--- config.mk ---
export PLATFORM = sky130hd
export DESIGN_NAME = mmio_ctrl
export DESIGN_NICKNAME = d
export VERILOG_FILES = /design/src/rtl/mmio_ctrl_pkg.sv /design/src/rtl/mmio_rx_fifo.sv /design/src/rtl/mmio_ctrl.sv
export SDC_FILE = /design/constraint.sdc
export NUM_CORES = 1
export LEC_CHECK = 0
export CORE_MARGIN = 3
export CORE_UTILIZATION = 44
export DETAILED_ROUTE_END_ITERATION = 6
export GPL_TIMING_DRIVEN = 0
export MAX_ROUTING_LAYER = met4
export PLACE_DENSITY = 0.85
export REMOVE_ABC_BUFFERS = 1
export SYNTH_ARGS = -nofsm -noshare
export SYNTH_HDL_FRONTEND = slang
export SYNTH_SLANG_ARGS = --single-unit
--- constraint.sdc ---
create_clock -name clk -period 2.58 [get_ports clk]
set_input_delay 0.516 -clock clk [delete_from_list [all_inputs] [get_ports clk]]
set_output_delay 0.516 -clock clk [all_outputs]
set_load 0.01 [all_outputs]
--- src/rtl/mmio_ctrl_pkg.sv ---
// mmio_ctrl_pkg: shared address map and status bit positions for mmio_ctrl.
// Contents: register byte offsets, status bit indices, counter width.
package mmio_ctrl_pkg;

  // Register byte offsets
  localparam int unsigned OFF_STATUS  = 32'h00;
  localparam int unsigned OFF_RX_DATA = 32'h04;
  localparam int unsigned OFF_TX_DATA = 32'h08;
  localparam int unsigned OFF_CYC_CNT = 32'h10;
  localparam int unsigned OFF_INS_CNT = 32'h14;
  localparam int unsigned OFF_CNT_RST = 32'h18;
  localparam int unsigned OFF_LEDS    = 32'h20;

  // Status register bit positions
  localparam int unsigned ST_TX_FREE  = 0;
  localparam int unsigned ST_RX_AVAIL = 1;

  localparam int unsigned CNT_W = 32;

endpackage

--- src/rtl/mmio_rx_fifo.sv ---
// mmio_rx_fifo: circular buffer holding received UART bytes.
// Ports: clk, rst (async active-high), push_i/wdata_i (write side),
//        pop_i (read side), head_c (oldest entry, combinational),
//        full_c/empty_c (derived from the registered count).
// Push when full and pop when empty are ignored internally.
module mmio_rx_fifo #(
  parameter int unsigned WIDTH = 8,
  parameter int unsigned DEPTH = 8
) (
  input  logic             clk,
  input  logic             rst,
  input  logic             push_i,
  input  logic [WIDTH-1:0] wdata_i,
  input  logic             pop_i,
  output logic [WIDTH-1:0] head_c,
  output logic             full_c,
  output logic             empty_c
);

  localparam int unsigned PW = $clog2(DEPTH);
  localparam int unsigned CW = PW + 1;

  logic [WIDTH-1:0] mem_q [DEPTH];
  logic [PW-1:0]    wptr_q, rptr_q;
  logic [CW-1:0]    cnt_q;
  logic             do_push, do_pop;

  assign full_c  = (cnt_q == CW'(DEPTH));
  assign empty_c = (cnt_q == '0);
  assign head_c  = mem_q[rptr_q];
  assign do_push = push_i & ~full_c;
  assign do_pop  = pop_i & ~empty_c;

  // Pointers wrap naturally because DEPTH is a power of two
  always_ff @(posedge clk or posedge rst) begin
    if (rst) begin
      wptr_q <= '0;
      rptr_q <= '0;
      cnt_q  <= '0;
    end else begin
      if (do_push) wptr_q <= wptr_q + PW'(1);
      if (do_pop)  rptr_q <= rptr_q + PW'(1);
      case ({do_push, do_pop})
        2'b10:   cnt_q <= cnt_q + CW'(1);
        2'b01:   cnt_q <= cnt_q - CW'(1);
        default: cnt_q <= cnt_q;
      endcase
    end
  end

  // Storage needs no reset; validity is tracked by the count
  always_ff @(posedge clk) begin
    if (do_push) mem_q[wptr_q] <= wdata_i;
  end

endmodule

--- src/rtl/mmio_ctrl.sv ---
// mmio_ctrl: memory-mapped peripheral block with LEDs, UART TX/RX and
// cycle/instruction counters.
// Ports: clk, rst (async active-high); bus en/addr/din/wbe -> dout (1-cycle
//        registered read data); inst_valid; leds; uart_tx_* valid/ready
//        source; uart_rx_* valid/ready sink buffered in mmio_rx_fifo.
// Build option: define MMIO_CTRL_COUNTERS_EN to include the cycle and
//        instruction counters; otherwise they read 0 and reset writes are no-ops.
module mmio_ctrl
  import mmio_ctrl_pkg::*;
#(
  parameter int unsigned DWIDTH   = 32,
  parameter int unsigned AWIDTH   = 10,
  parameter int unsigned N_LEDS   = 4,
  parameter int unsigned RX_DEPTH = 8
) (
  input  logic                clk,
  input  logic                rst,
  input  logic                en,
  input  logic [AWIDTH-1:0]   addr,
  input  logic [DWIDTH-1:0]   din,
  input  logic [DWIDTH/8-1:0] wbe,
  output logic [DWIDTH-1:0]   dout,
  input  logic                inst_valid,
  output logic [N_LEDS-1:0]   leds,
  output logic [7:0]          uart_tx_data,
  output logic                uart_tx_valid,
  input  logic                uart_tx_ready,
  input  logic [7:0]          uart_rx_data,
  input  logic                uart_rx_valid,
  output logic                uart_rx_ready
);

  logic              wr, rd;
  logic [DWIDTH-1:0] rdata_d, dout_q;
  logic [N_LEDS-1:0] leds_q;
  logic [7:0]        tx_data_q;
  logic              tx_valid_q;
  logic [7:0]        fifo_head;
  logic              fifo_full, fifo_empty, fifo_pop;

  assign wr = en & (|wbe);
  assign rd = en & ~(|wbe);

  assign fifo_pop      = rd && (addr == AWIDTH'(OFF_RX_DATA));
  assign uart_rx_ready = ~fifo_full;

  mmio_rx_fifo #(
    .WIDTH (8),
    .DEPTH (RX_DEPTH)
  ) u_rx_fifo (
    .clk     (clk),
    .rst     (rst),
    .push_i  (uart_rx_valid & uart_rx_ready),
    .wdata_i (uart_rx_data),
    .pop_i   (fifo_pop),
    .head_c  (fifo_head),
    .full_c  (fifo_full),
    .empty_c (fifo_empty)
  );

`ifdef MMIO_CTRL_COUNTERS_EN
  logic [CNT_W-1:0] cyc_q, inst_q;
  logic             unused_ok;

  assign unused_ok = ^din;

  // Counter-reset write takes priority over the same-cycle increment
  always_ff @(posedge clk or posedge rst) begin
    if (rst) begin
      cyc_q  <= '0;
      inst_q <= '0;
    end else if (wr && (addr == AWIDTH'(OFF_CNT_RST))) begin
      cyc_q  <= '0;
      inst_q <= '0;
    end else begin
      cyc_q <= cyc_q + CNT_W'(1);
      if (inst_valid) inst_q <= inst_q + CNT_W'(1);
    end
  end
`else
  logic unused_ok;

  assign unused_ok = ^{din, inst_valid};
`endif

  // Read data mux; unmapped and write-only addresses return 0
  always_comb begin
    rdata_d = '0;
    case (addr)
      AWIDTH'(OFF_STATUS): begin
        rdata_d[ST_TX_FREE]  = ~tx_valid_q;
        rdata_d[ST_RX_AVAIL] = ~fifo_empty;
      end
      AWIDTH'(OFF_RX_DATA): rdata_d = fifo_empty ? '0 : DWIDTH'(fifo_head);
`ifdef MMIO_CTRL_COUNTERS_EN
      AWIDTH'(OFF_CYC_CNT): rdata_d = DWIDTH'(cyc_q);
      AWIDTH'(OFF_INS_CNT): rdata_d = DWIDTH'(inst_q);
`endif
      AWIDTH'(OFF_LEDS):    rdata_d = DWIDTH'(leds_q);
      default:              rdata_d = '0;
    endcase
  end

  // Bus-facing registers: read data, LEDs and the TX holding byte
  always_ff @(posedge clk or posedge rst) begin
    if (rst) begin
      dout_q     <= '0;
      leds_q     <= '0;
      tx_data_q  <= '0;
      tx_valid_q <= 1'b0;
    end else begin
      if (rd) dout_q <= rdata_d;
      if (wr && (addr == AWIDTH'(OFF_LEDS))) leds_q <= din[N_LEDS-1:0];
      if (tx_valid_q && uart_tx_ready) tx_valid_q <= 1'b0;
      // A new byte is only taken while the holding register is free
      if (wr && (addr == AWIDTH'(OFF_TX_DATA)) && !tx_valid_q) begin
        tx_data_q  <= din[7:0];
        tx_valid_q <= 1'b1;
      end
    end
  end

  assign dout          = dout_q;
  assign leds          = leds_q;
  assign uart_tx_data  = tx_data_q;
  assign uart_tx_valid = tx_valid_q;

endmodule

# Yosys cells after proc, flatten, opt, wreduce, memory -nomap -nowiden
# Memory sizes are Yosys's and may differ from the RTL's.
# Cells that the tools add are included.
# totals
in_bits,60
ff_bits,55
mem_bits_rw,64
memories,1
# classes
bitwise,9
eq_ne,6
n_addsub,4
n_mux,8
reduce_logical,11
# memory_table
name,depth,width,read_ports,rd_ports_with_merged_regs,wr,line,source
u_rx_fifo.mem_q,8,8,1,0,1,mmio_rx_fifo.sv:23,logic [WIDTH-1:0] mem_q [DEPTH];
# op_table
cell,count
6-bit case mux with 2 select lines,1
10-bit by 3-bit equality test with 1-bit output (second input constant),1
10-bit by 4-bit equality test with 1-bit output (second input constant),1
10-bit by 6-bit equality test with 1-bit output (second input constant),1
10-bit zero test,1
8-bit two-way mux,1
4-bit case mux with 2 select lines,1
3-bit by 1-bit adder with 3-bit output (second input constant),2
2-bit case mux with 3 select lines,1
1-bit bitwise AND,5
1-bit logical AND,5
4-bit by 1-bit adder with 4-bit output (second input constant),1
4-bit equality test (second input constant),1
4-bit zero test,1
1-bit two-way mux,4
1-bit inverter,4
2-bit nonzero test,2
4-bit OR reduction,1
4-bit by 1-bit subtractor with 4-bit output (second input constant),1
2-bit by 1-bit equality test with 1-bit output (second input constant),1
2-bit equality test (second input constant),1
1-bit zero test,1

# Depth between registers and ports, before layout
# Gate-level depths: netlist of the first run.
# logic_depth
word_depth,7
ltp_mapped,10

# Modules after synthesis
# A second synthesis of the first run with hierarchy kept.
# hier_totals
hier_cells,266
area_unflattened_um2,4337.9
# modules_own_cells
module,seq_area_each_um2,instances,cells_each,area_each_um2
mmio_rx_fifo,2172.1,1,161,3135.5
mmio_ctrl,525.5,1,105,1202.4

# Worst setup path after synthesis of the first run
# No wires, ideal clock.
# synth_path
path_type,input port to flip-flop
startpoint,in addr[1]
endpoint,reg u_rx_fifo.cnt_q[3]
t_arrival_ns,2.818
stages,9
setup_time_ns,0.080
required_time_ns,2.500
setup_slack_ns,-0.317
path_cell_list,or4_4 or4b_4 nor2_1 ha_1 ha_1 a21o_1 a21oi_1 mux2i_1 xnor2_1
# synth_via
elab_chain_len,5
word_cells_on_any_way,7
classes_between,eq/ne: 3; mux: 1; bitwise: 1; reduce/logical: 2
# synth_rtl
element,line,source
start: declaration,mmio_ctrl.sv:19,"input logic [AWIDTH-1:0] addr,"
10-bit by 3-bit equality test with 1-bit output (*),mmio_ctrl.sv:44,assign fifo_pop = rd && (addr == AWIDTH'(OFF_RX_DATA));
1-bit logical AND (*),mmio_ctrl.sv:44,
1-bit bitwise AND (*),mmio_rx_fifo.sv:32,assign do_pop = pop_i & ~empty_c;
via u_rx_fifo.do_pop,mmio_rx_fifo.sv:26,"logic do_push, do_pop;"
2-bit by 1-bit equality test with 1-bit output / 2-bit equality test (equally long branches),mmio_rx_fifo.sv:43,"case ({do_push, do_pop})"
4-bit case mux with 2 select lines / 2-bit nonzero test (equally long branches),n/a,
end signal: assignment,mmio_rx_fifo.sv:44,2'b10: cnt_q <= cnt_q + CW'(1);
end signal: assignment,mmio_rx_fifo.sv:45,2'b01: cnt_q <= cnt_q - CW'(1);
end signal: assignment,mmio_rx_fifo.sv:46,default: cnt_q <= cnt_q;
end: declaration,mmio_rx_fifo.sv:25,logic [CW-1:0] cnt_q;
# Mark *: on every way through the listed nets, which the timed path passes. The rest lies on a longest branch.
# A chain may end at the register's enable or synchronous reset.

# Worst setup path in the final report of the first run
# Ends and elaborated chain as after synthesis.

==> metrics.md, run 1 <==
| Metric | Value |
|---|---|
| Ant diodes | `0` |
| Sequential share of the synthesized area | `0.659` |
| Kind of end point of the critical path | `register` |
| Chain of cells forming the critical path | `clkbuf_2 > or4_4 > or4b_4 > nor2_4 > ha_4 > ha_4 > a21o_1 > a21oi_2 > mux2i_1 > xnor2_1` |
| Number of enable-type register cells in the synthesized netlist | `64` |
| Actual transition at the worst max-transition pin | `1310 ps` |
| Highest fanout seen on the critical path | `2` |
| Worst slack after detailed placement | `-927 ps` |
| Biggest area consumer among synthesized cells | `sky130_fd_sc_hd__edfxtp_1` |
| Distinct cells, synth | `40` |
| Vias in the first global route | `2,338` |
| Final global-route overflow total | `0` |
| Initial antenna violation count | `0` |
| Die outline width | `102 um` |
| I/O Pins | `106` |
| Routed Wire Length | `7680 um` |
| Maximum number of buffers from clock root to sink | `2` |
| Headroom to the max-slew limit | `0.119` |
| Count of clock tree sinks | `95` |
| Cell area power density | `709 nW/um2` |
| Antenna Violating Nets Remaining | `0` |
| Average detailed-routed wire length per instance | `17.8 um` |
| Endpoint required time on the critical path | `2860 ps` |
| Total area of multi-input combinational cells | `1340 um2` |
| Overall Power | `3.54 mW` |
| Total standard cell area after synthesis | `4090 um2` |
| Mean number of vias per cell | `5.24` |
| Critical Setup Path Class | `input pin to register` |
| Warnings, synthesis | `0` |
| Number of buffers added by the clock tree synthesis step | `9` |
| Max Cap Violations | `0` |
| Clock root cell | `sky130_fd_sc_hd__clkbuf_8` |
| Syn Inst Count | `254` |
| CTS tree | `built` |
| Largest incremental delay on the critical path | `550 ps` |
| Pin count of the biggest net entering global routing | `32` |
| Count of input and output buffers | `56` |
| Area share of the leading cell type in the synthesized netlist | `0.470` |
| H-tree depth | `3` |
| Hold violation total from the final report | `0` |
| Startpoint kind of the worst setup timing path | `input pin` |
| Average instance area after synthesis | `16.1 um2` |
| Final clock skew | `9.24 ps` |
| Leakage Power | `1.83 nW` |
| Fmax achieved | `0.376 GHz` |
| Cell with the most instances on the worst path | `sky130_fd_sc_hd__ha_4` |
| Final Worst Setup Slack | `-79.5 ps` |
| Cells taking the most area after synthesis | `sky130_fd_sc_hd__edfxtp_1 (47%), sky130_fd_sc_hd__dfrtp_1 (19%), sky130_fd_sc_hd__mux4_2 (8.8%), sky130_fd_sc_hd__buf_4 (4.4%), sky130_fd_sc_hd__mux2_2 (4.4%)` |
| Clock transition at the registers of the reported paths | `90 ps` |
| Outcome | `finished, violations left` |
| Via total after detailed routing | `2,259` |
| Main flop type after synthesis | `sky130_fd_sc_hd__edfxtp_1` |
| Storage cell area | `2700 um2` |
| Number of core rows | `34` |
| Fraction of final layout cells sized beyond drive strength 1 | `0.229` |
| Slowest cell on the critical path | `sky130_fd_sc_hd__or4b_4` |
| Global-route wire length before repair | `11,900 um` |
| Die Y-Extent | `102 um` |
| Largest vdd supply drop | `335 uV` |
| Count of fill cells added during filler insertion | `662` |
| Final #Nets | `385` |
| Routability congestion estimate | `0.745` |
| DR iter-0 viols | `114` |
| Total setup violations reported at the end of the flow | `1` |
| Arrival @ worst endpoint | `2940 ps` |
| Number of DRC violations after detailed routing | `0` |
| Std-Cell Core Area | `8890 um2` |
| Kind of path behind the tightest hold check | `register to register` |
| Most frequent cell after synthesis | `sky130_fd_sc_hd__edfxtp_1` |
| Commonest cells in the synthesized netlist | `sky130_fd_sc_hd__edfxtp_1 (64), sky130_fd_sc_hd__dfrtp_1 (31), sky130_fd_sc_hd__buf_4 (24)` |
| Total track usage | `0.159` |
| Area overhead of the layout relative to synthesis | `22.1%` |
| Setup repair after global routing missed its margin | `true` |
| Async set or reset register ratio after synthesis | `0.326` |
| Fin crit share | `1.03` |
| Violations in the final reports | `negative setup slack` |
| Drt pass-1 iters | `4` |
| Clock latency on the worst-skew pair | `350 ps` |
| Effective utilization at floorplan | `0.460` |
| Minimum period implied by the final worst setup slack | `2660 ps` |
| Total of flip-flops plus latches after synthesis | `95` |
| Die footprint | `10,500 um2` |
| Max Slew Vio Count | `0` |
| Setup TNS Final | `-79.5 ps` |
| Post-detail-place hpwl | `5220 um` |
## final timing paths
path                               startpoint                  to  slack, ps  cells after the start
max                                   addr[1]  u_rx_fifo.cnt_q[3]        -80                     10
min reg2reg                           dout[6]             dout[6]        490                      2
min in group asynchronous                 rst     uart_tx_data[4]        790                      2
max in group asynchronous                 rst     uart_tx_data[3]       1060                      2
max reg2reg                u_rx_fifo.cnt_q[0]  u_rx_fifo.cnt_q[3]         20                      8
min                                   dout[6]             dout[6]        490                      2
## repair_timing
action,in CTS,in global routing
hold buffers,0,0
buffers inserted,5,0
cloned,0,0
endpoints found under the setup margin,20,3
resized for setup,19,11
pin swaps,9,8
## registers in the layout, indices dropped and copies added, names as in the netlist
register / flops
dout: 8
leds: 4
u_rx_fifo.cnt_q: 4
u_rx_fifo.mem_q: 64
u_rx_fifo.rptr_q: 3
u_rx_fifo.wptr_q: 3
uart_tx_data: 8
uart_tx_valid: 1
## placed cells by master (no fill, tap or decap), types with 2 or more instances in the layout
master / instances
sky130_fd_sc_hd__edfxtp_1: 64
sky130_fd_sc_hd__clkdlybuf4s50_1: 51
sky130_fd_sc_hd__dfrtp_1: 31
sky130_fd_sc_hd__conb_1: 24
sky130_fd_sc_hd__mux2_2: 16
sky130_fd_sc_hd__mux4_2: 16
sky130_fd_sc_hd__nand2_1: 14
sky130_fd_sc_hd__mux2i_1: 9
sky130_fd_sc_hd__nor2_1: 9
sky130_fd_sc_hd__clkbuf_8: 9
sky130_fd_sc_hd__o21ai_0: 7
sky130_fd_sc_hd__nand3_1: 5
sky130_fd_sc_hd__xnor2_1: 5
sky130_fd_sc_hd__inv_1: 4
sky130_fd_sc_hd__nand2b_1: 4
sky130_fd_sc_hd__buf_4: 4
sky130_fd_sc_hd__ha_4: 3
sky130_fd_sc_hd__clkinv_4: 3
sky130_fd_sc_hd__clkbuf_2: 3
sky130_fd_sc_hd__nor4_4: 2
sky130_fd_sc_hd__nor4_1: 2
sky130_fd_sc_hd__nor3_1: 2
sky130_fd_sc_hd__a21oi_1: 2
sky130_fd_sc_hd__ha_1: 2
sky130_fd_sc_hd__bufinv_16: 2
## stage by stage
stage / hold slack, ps / std cells / area, um2 / utilization
finish: 493 / 431 / 5000 / 0.562
global route: 524 / 431 / 5000 / 0.562
CTS: 501 / 431 / 5000 / 0.562
detailed placement: 481 / 411 / 4670 / 0.525
global placement: 467 / 411 / 4670 / 0.525
floorplan: 461 / 247 / 3980 / -
## report_power, final
| group | total, mW | switching, mW | internal, mW |
|---|---|---|---|
| registers | 1.96 | 0.114 | 1.84 |
| clock network | 1.05 | 0.504 | 0.549 |
| logic | 0.530 | 0.293 | 0.237 |
## cell type report
cell class | instances | share of cell area
flip-flops and latches | 95 | 0.540
multi-input cells | 147 | 0.268
repair buffers | 61 | 0.117
well taps | 108 | 0.0270
clock buffers | 9 | 0.0248
clock inverters | 6 | 0.0190
inverters | 5 | 0.00376
## critical path: cells and delay by family
kind / cells / cell delay, ps
simple gates: 3 / 1250
fa+ha+maj: 2 / 380
compound gates: 2 / 320
mux: 1 / 230
buf+inv: 1 / 80
xor+xnor: 1 / 140
## layer usage
metal | up-vias | global-route usage | routed length [um]
met5 | - | - | 0
met1 | 1095 | 0.182 | 3210
met2 | 111 | 0.263 | 3750
li1 | 1037 | - | -
met4 | 0 | 0.0787 | 184
met3 | 16 | 0.0348 | 541
## logic make-up (layout without fill, tap and decap cells)
group | count (synthesis) | in the layout | share of synthesized area
XOR/XNOR | 6 | 6 | 0.0128
other | 1 | 24 | 0.000916
AO/OA/AOI/OAI | 18 | 18 | 0.0272
buffers and inverters | 35 | 81 | 0.0541
AND/OR/NAND/NOR | 52 | 52 | 0.0715
flip-flops | 95 | 95 | 0.659
multiplexers | 41 | 41 | 0.154
adder cells (fa/ha/maj) | 6 | 6 | 0.0202
(Power assumes the default switching activity.)
==> run 2: changes to the inputs <==
--- a/config.mk
+++ b/config.mk
@@ -7,6 +7,7 @@
 export LEC_CHECK = 0
 export CORE_MARGIN = 3
 export CORE_UTILIZATION = 44
+export CTS_CLUSTER_SIZE = 28
 export DETAILED_ROUTE_END_ITERATION = 6
 export GPL_TIMING_DRIVEN = 0
 export MAX_ROUTING_LAYER = met4
==> results of run 2 <==
No change in the layout: final DEF, timing and power equal those of run 1.
